[src/rtl/multicycle_control_unit.sv]
// multicycle_control_unit: Moore FSM sequencing a multicycle MIPS-subset datapath.
// One state per datapath step; outputs are decoded combinationally from the state.
//
// Ports:
//   clk, reset (sync, active-low)     clock and reset
//   opcode[5:0], funct[5:0], zero     IR fields and ALU zero flag
//   pc_write, mux_pc_control[1:0]     PC load enable and PC source select
//   mux_iord, mem_wr                  memory address select, memory write
//   ir_wr, mdr_wr, a_b_wr, aluout_wr  datapath register loads
//   reg_wr, mux_regdst, mux_memtoreg  register-file write and its selects
//   mux_a_control, mux_b_control[1:0] ALU operand selects
//   alu_control[2:0], epc_wr          ALU operation, EPC load
//   state_out[3:0]                    current state (debug)
module multicycle_control_unit (
  input  logic       clk,
  input  logic       reset,
  input  logic [5:0] opcode,
  input  logic [5:0] funct,
  input  logic       zero,
  output logic       pc_write,
  output logic [1:0] mux_pc_control,
  output logic       mux_iord,
  output logic       mem_wr,
  output logic       ir_wr,
  output logic       mdr_wr,
  output logic       a_b_wr,
  output logic       aluout_wr,
  output logic       reg_wr,
  output logic       mux_regdst,
  output logic       mux_memtoreg,
  output logic       mux_a_control,
  output logic [1:0] mux_b_control,
  output logic [2:0] alu_control,
  output logic       epc_wr,
  output logic [3:0] state_out
);

  typedef enum logic [3:0] {
    S_RESET     = 4'd0,
    S_FETCH     = 4'd1,
    S_IR_LOAD   = 4'd2,
    S_DECODE    = 4'd3,
    S_MEM_ADDR  = 4'd4,
    S_MEM_READ  = 4'd5,
    S_MEM_WAIT  = 4'd6,
    S_LW_WB     = 4'd7,
    S_MEM_WRITE = 4'd8,
    S_R_EXEC    = 4'd9,
    S_R_WB      = 4'd10,
    S_I_EXEC    = 4'd11,
    S_I_WB      = 4'd12,
    S_BRANCH    = 4'd13,
    S_JUMP      = 4'd14,
    S_EXC       = 4'd15
  } state_t;

  localparam logic [5:0] OP_R    = 6'h00;
  localparam logic [5:0] OP_J    = 6'h02;
  localparam logic [5:0] OP_BEQ  = 6'h04;
  localparam logic [5:0] OP_BNE  = 6'h05;
  localparam logic [5:0] OP_ADDI = 6'h08;
  localparam logic [5:0] OP_LW   = 6'h23;
  localparam logic [5:0] OP_SW   = 6'h2B;

  localparam logic [5:0] FN_ADD  = 6'h20;
  localparam logic [5:0] FN_SUB  = 6'h22;
  localparam logic [5:0] FN_AND  = 6'h24;

  localparam logic [2:0] ALU_ADD = 3'b001;
  localparam logic [2:0] ALU_SUB = 3'b010;
  localparam logic [2:0] ALU_AND = 3'b011;

  state_t r_state;
  state_t w_next;
  logic   w_funct_ok;

  assign w_funct_ok = (funct == FN_ADD) ||
                      (funct == FN_SUB) ||
                      (funct == FN_AND);

  always_ff @(posedge clk) begin
    if (!reset) r_state <= S_RESET;
    else        r_state <= w_next;
  end

  assign state_out = r_state;

  always_comb begin
    w_next         = S_FETCH;
    pc_write       = 1'b0;
    mux_pc_control = 2'b00;
    mux_iord       = 1'b0;
    mem_wr         = 1'b0;
    ir_wr          = 1'b0;
    mdr_wr         = 1'b0;
    a_b_wr         = 1'b0;
    aluout_wr      = 1'b0;
    reg_wr         = 1'b0;
    mux_regdst     = 1'b0;
    mux_memtoreg   = 1'b0;
    mux_a_control  = 1'b0;
    mux_b_control  = 2'b00;
    alu_control    = 3'b000;
    epc_wr         = 1'b0;

    unique case (r_state)
      S_RESET: w_next = S_FETCH;
      S_FETCH: begin
        mux_b_control = 2'b01;
        alu_control   = ALU_ADD;
        pc_write      = 1'b1;
        w_next        = S_IR_LOAD;
      end
      S_IR_LOAD: begin
        ir_wr  = 1'b1;
        w_next = S_DECODE;
      end
      S_DECODE: begin
        // Speculative branch target: PC+4 + (imm<<2)
        a_b_wr        = 1'b1;
        mux_b_control = 2'b11;
        alu_control   = ALU_ADD;
        aluout_wr     = 1'b1;
        case (opcode)
          OP_LW, OP_SW:    w_next = S_MEM_ADDR;
          OP_R:            w_next = w_funct_ok ? S_R_EXEC : S_EXC;
          OP_ADDI:         w_next = S_I_EXEC;
          OP_BEQ, OP_BNE:  w_next = S_BRANCH;
          OP_J:            w_next = S_JUMP;
          default:         w_next = S_EXC;
        endcase
      end
      S_MEM_ADDR: begin
        mux_a_control = 1'b1;
        mux_b_control = 2'b10;
        alu_control   = ALU_ADD;
        aluout_wr     = 1'b1;
        w_next = (opcode == OP_LW) ? S_MEM_READ : S_MEM_WRITE;
      end
      S_MEM_READ: begin
        mux_iord = 1'b1;
        w_next   = S_MEM_WAIT;
      end
      S_MEM_WAIT: begin
        mux_iord = 1'b1;
        mdr_wr   = 1'b1;
        w_next   = S_LW_WB;
      end
      S_LW_WB: begin
        reg_wr       = 1'b1;
        mux_memtoreg = 1'b1;
      end
      S_MEM_WRITE: begin
        mux_iord = 1'b1;
        mem_wr   = 1'b1;
      end
      S_R_EXEC: begin
        mux_a_control = 1'b1;
        aluout_wr     = 1'b1;
        case (funct)
          FN_ADD:  alu_control = ALU_ADD;
          FN_SUB:  alu_control = ALU_SUB;
          FN_AND:  alu_control = ALU_AND;
          default: alu_control = 3'b000;
        endcase
        w_next = S_R_WB;
      end
      S_R_WB: begin
        reg_wr     = 1'b1;
        mux_regdst = 1'b1;
      end
      S_I_EXEC: begin
        mux_a_control = 1'b1;
        mux_b_control = 2'b10;
        alu_control   = ALU_ADD;
        aluout_wr     = 1'b1;
        w_next        = S_I_WB;
      end
      S_I_WB: reg_wr = 1'b1;
      S_BRANCH: begin
        // Compare A-B; only output that looks at an input
        mux_a_control  = 1'b1;
        alu_control    = ALU_SUB;
        mux_pc_control = 2'b01;
        pc_write       = (opcode == OP_BNE) ? ~zero : zero;
      end
      S_JUMP: begin
        mux_pc_control = 2'b10;
        pc_write       = 1'b1;
      end
      S_EXC: begin
        // PC already holds PC+4 from FETCH
        epc_wr         = 1'b1;
        mux_pc_control = 2'b11;
        pc_write       = 1'b1;
      end
    endcase
  end

endmodule

[config.mk]
export PLATFORM = sky130hd
export DESIGN_NAME = multicycle_control_unit
export DESIGN_NICKNAME = d
export VERILOG_FILES = /design/src/rtl/multicycle_control_unit.sv
export SDC_FILE = /design/constraint.sdc
export NUM_CORES = 1
export LEC_CHECK = 0
export ABC_CLOCK_PERIOD_IN_PS = 3300
export CORE_MARGIN = 3
export CORE_UTILIZATION = 40
export CTS_CLUSTER_DIAMETER = 40
export DETAILED_ROUTE_END_ITERATION = 7
export PLACE_DENSITY_LB_ADDON = 0.2
export SYNTH_ARGS = -nofsm -noshare
export SYNTH_HDL_FRONTEND = slang
export SYNTH_SLANG_ARGS = --single-unit
[constraint.sdc]
create_clock -name clk -period 3.3 [get_ports clk]
set_input_delay 0.66 -clock clk [delete_from_list [all_inputs] [get_ports clk]]
set_output_delay 0.66 -clock clk [all_outputs]
set_load 0.01 [all_outputs]
### Word level (Yosys, flattened, before mapping)

Cells that the tools add are included.

| storage, ports and cells | value |
|---|---|
| register bits | 4 |
| word-level logic and storage cells | 59 |
| output and inout bits | 23 |
| ROM bits | 0 |
| bits in writable memories | 0 |
| memories | 0 |
| latch bits | 0 |

| cells by class | value |
|---|---|
| $add $sub $neg | 0 |
| reductions and logical operators | 12 |
| shift-type cells | 0 |
| multiply operators | 0 |
| multiplexer cells | 21 |
| $lt $le $gt $ge | 0 |
| divide/modulo/power cells | 0 |
| equality and inequality tests | 24 |
| bitwise operators | 1 |

Operator list:

| kind | count |
|---|---|
| $eq 4x4->1 const B | 8 |
| $pmux 4 s8 | 1 |
| $eq 6x6->1 const B | 5 |
| $pmux 2 s3 | 4 |
| $pmux 4 s5 | 1 |
| $eq 4x3->1 const B | 4 |
| $eq 6x3->1 const B | 2 |
| $mux 1 | 12 |
| $reduce_or 4->1 | 3 |
| $reduce_or 3->1 | 3 |
| $eq 4x2->1 const B | 2 |
| $eq 6x2->1 const B | 1 |
| $eq 6x4->1 const B | 1 |
| $logic_not 6->1 | 1 |
| $reduce_or 2->1 | 3 |
| $eq 4x1->1 const B | 1 |
| $mux 4 | 1 |
| $mux 3 | 1 |
| $logic_or 1x1->1 | 2 |
| $pmux 1 s2 | 1 |
| $not 1->1 | 1 |

### Depth between registers and ports, before layout

| depth | value |
|---|---|
| word-level depth | 6 |
| mapped depth | 5 |
| depth with buffers taken out | 4 |

### Least setup slack after synthesis

Ideal clock, no wire load.

| path | value |
|---|---|
| path kind | in2out |
| from | in opcode[1] |
| to | out pc_write |
| setup slack | 1,041 ps |
| data required time | 2,640 ps |
| cell stages on the path | 4 |
| buffers on the path | 0 |
| arrival | 1,599 ps |
| path through | nor4b_1 -> nand3b_1 -> xnor2_1 -> a221o_1 |

| on the way | value |
|---|---|
| word-level cells in the longest chain between the ends | 3 |

Ends and longest elaborated chain:

| item | line | source |
|---|---|---|
| from (decl) | 17 | `input logic [5:0] opcode,` |
| $eq 6x3->1 | 185 | `pc_write = (opcode == OP_BNE) ? ~zero : zero;` |
| $mux 1 | 185 |  |
| $pmux 1 s2 | 106 | `unique case (r_state)` |
| to (decl) | 20 | `output logic pc_write,` |

Every way passes these cells.

### Final worst setup path

Ends and elaborated chain as after synthesis.

==> results.sh <==
export IMPL_numPortBuffers=36
export IMPL_worst_pin_slew_ns=0.605
export IMPL_wl_mm=2.05
export IMPL_startpoint_type="input port"
export IMPL_holdCritPathClass="reg2reg"
export IMPL_die_x_microns=46.3
export IMPL_synthCells=96
export IMPL_finalPower_mw=0.253
export IMPL_vias_per_cell=5.91
export IMPL_cp_arrival_ns=2.54
export IMPL_fp_dieH_microns=46.3
export IMPL_slew_violations=0
export IMPL_slew_headroom=0.596
export IMPL_antenna_found_initial=0
export IMPL_cts_resized=0
export IMPL_cts_hold_buf=0
export IMPL_end_kind="output port"
export IMPL_yosysUniqueCellTypes=37
export IMPL_grt_pass1_wl_mm=3.20
export IMPL_min_path_cells=2
export IMPL_status="finished, final reports clean"
export IMPL_multi_input_area_sq_um=497
export IMPL_r2r_start="state_out[0]$_SDFF_PN0_"
export IMPL_cts_tree="yes"
export IMPL_r2r_slack_ns=1.70
export IMPL_ioPinCount=38
export IMPL_area_delta_synth_final_pct=57.9
export IMPL_largest_register_ffs=4
export IMPL_fin_hold_ws_ns=0.788
export IMPL_path_class="in2out"
export IMPL_ys_ff_latch=4
export IMPL_ys_seq_area_frac=0.123
export IMPL_final_layout_size_suffix_gt1_frac=0.120
export IMPL_ir_drop_mv=0.233
export IMPL_finalHoldViolations=0
export IMPL_synth_area_per_cell_sq_um=6.78
export IMPL_drtPass1Iterations=5
export IMPL_detail_route_iter0_violations=23
export IMPL_row_count=13
export IMPL_post_drt_wl_per_cell_microns=13.8
export IMPL_worstPathMaxFanout=2
export IMPL_grt_total_usage=0.199
export IMPL_gp_congestion=0.823
export IMPL_grt_max_degree=21
export IMPL_finClkSkew_ns=0.0103
export IMPL_coreArea_sq_um=1420
export IMPL_dpl_hpwl_mm=1.61
export IMPL_fin_crit_ns=3.20
export IMPL_cts_setup_buffers=0
export IMPL_power_density_nw_per_um2=246
export IMPL_cts_root_buf="clkbuf_4"
export IMPL_nNetsFinal=150
export IMPL_ff_latch_area_sq_um=80.1
export IMPL_dieArea_sq_um=2150
export IMPL_ant_nets=0
export IMPL_start_util=0.460
export IMPL_htree_levels=1
export IMPL_cts_buffer_depth=2
export IMPL_nFillCells=128
export IMPL_path_clk_slew_ns=0.04
export IMPL_grt_ovfl_total=0
export IMPL_hold_end="state_out[2]$_SDFF_PN0_"
export IMPL_syn_cell_area_sq_um=651
export IMPL_r2r_end="state_out[1]$_SDFF_PN0_"
export IMPL_clk_latency_ns=0.24
export IMPL_diodes=0
export IMPL_cts_buffers=3
export IMPL_drc=0
export IMPL_maxCapViolations=0
export IMPL_p_leak_nw=0.378
export IMPL_ff2ff_path_depth=4
export IMPL_num_vias=875
export IMPL_grt_pass1_vias=746
export IMPL_required_ns=2.64
export IMPL_cts_sinks=4
export IMPL_fmax_mhz=313
export IMPL_fin_crit_sh=0.969
export IMPL_synth_warnings=0
export IMPL_min_delay_start="state_out[1]$_SDFF_PN0_"
export IMPL_syn_nets=111
export IMPL_setup_viol=0
## layer usage
metal | track usage | vias to the layer above | share of wire
li1 | - | 422 | -
met1 | 0.246 | 406 | 0.40
met2 | 0.341 | 45 | 0.52
met3 | 0.0430 | 2 | 0.067
met4 | 0.0568 | 0 | 0.0068
met5 | 0 | - | 0
## cells by family (layout without fill, tap and decap cells)
family | after synthesis | in the layout | synth area share
buf+inv | 10 | 47 | 0.123
compound gates | 29 | 29 | 0.296
xor+xnor | 2 | 2 | 0.0269
flops | 4 | 4 | 0.123
simple gates | 50 | 50 | 0.425
other cells | 1 | 1 | 0.00576
## placed cells by master (no fill, tap or decap)
master           instances
clkdlybuf4s50_1         36
nor2_1                  14
nor3_1                   8
nand2_1                  8
a21oi_1                  8
o21ai_0                  7
nand2b_1                 6
buf_4                    5
dfxtp_1                  4
inv_1                    3
and3_1                   3
o22ai_1                  3
clkbuf_4                 3
and2_1                   2
nor4b_1                  1
and2b_2                  1
xor2_1                   1
nor4b_2                  1
nand3b_1                 1
xnor2_1                  1
a221o_1                  1
a22o_1                   1
a21o_1                   1
or3b_4                   1
nor3_4                   1
o32a_2                   1
or3_1                    1
a21boi_0                 1
o311a_2                  1
o211ai_2                 1
a31oi_1                  1
o21bai_1                 1
a2111oi_0                1
and4b_2                  1
nor4_1                   1
o211ai_1                 1
conb_1                   1
## Yosys cell counts
| master | count | area, sq um |
|---|---|---|
| dfxtp_1 | 4 | 80.1 |
| buf_4 | 2 | 15.0 |
| o211ai_2 | 1 | 12.5 |
| nand2b_1 | 6 | 37.5 |
| a22o_1 | 1 | 8.76 |
| o21ai_0 | 7 | 35.0 |
| a21o_1 | 1 | 7.51 |
| conb_1 | 1 | 3.75 |
| buf_6 | 2 | 22.5 |
| nor3_1 | 8 | 40.0 |
| and3_1 | 3 | 18.8 |
| and2_1 | 2 | 12.5 |
| a2111oi_0 | 1 | 8.76 |
| o21bai_1 | 1 | 7.51 |
| clkbuf_1 | 1 | 3.75 |
| nor4b_1 | 2 | 17.5 |
| nand2_1 | 8 | 30.0 |
| a221o_1 | 1 | 10.0 |
| or3b_4 | 1 | 11.3 |
| nor3_4 | 1 | 16.3 |
| o22ai_1 | 3 | 18.8 |
| a21oi_1 | 8 | 40.0 |
| or3_1 | 1 | 6.26 |
| o211ai_1 | 1 | 7.51 |
| nor4_1 | 1 | 6.26 |
| and4b_2 | 1 | 11.3 |
| xnor2_1 | 1 | 8.76 |
| nand3b_1 | 1 | 7.51 |
| nor2_1 | 14 | 52.6 |
| a31oi_1 | 1 | 6.26 |
| a21boi_0 | 1 | 7.51 |
| inv_1 | 3 | 11.3 |
| clkbuf_8 | 2 | 27.5 |
| o311a_2 | 1 | 11.3 |
| o32a_2 | 1 | 11.3 |
| xor2_1 | 1 | 8.76 |
| and2b_2 | 1 | 8.76 |
## worst max-delay path by stage
stage	start	endpoint	slack, ns
after global placement	opcode[1]	pc_write	0.10
after global routing	opcode[1]	pc_write	-0.005
final	opcode[1]	pc_write	0.10
after floorplan	opcode[1]	pc_write	1.04
after detailed placement	opcode[1]	pc_write	0.05
after CTS	opcode[1]	pc_write	0.04
## metrics by stage
step	setup slack, ns	area [sq um]	utilization	setup TNS (ns)	instances
after global placement	0.100	998	0.706	0	145
after global routing	-0.00526	1030	0.726	-0.00526	148
after detailed placement	0.0474	998	0.706	0	145
after floorplan	1.04	651	-	0	96
final	0.103	1030	0.726	0	148
after CTS	0.0389	1020	0.721	0	148
## area by class of cell
class | instances | area share
clock buffer | 3 | 0.0219
inverter | 3 | 0.0110
multi-input combinational | 82 | 0.484
sequential | 4 | 0.0780
tap | 15 | 0.0183
timing repair buffer | 41 | 0.387
## worst max-delay path, cell delays in order
cell and delay (ns):
clkdlybuf4s50_1 0.43, nor4b_2 0.36, nand3b_1 0.14, xnor2_1 0.16
a221o_1 0.31, clkdlybuf4s50_1 0.48
## power by group
| group | internal (mW) | switching, mW |
|---|---|---|
| logic | 0.0681 | 0.0547 |
| clock network | 0.0407 | 0.0200 |
| registers | 0.0525 | 0.0171 |
(Power assumes the default switching activity.)
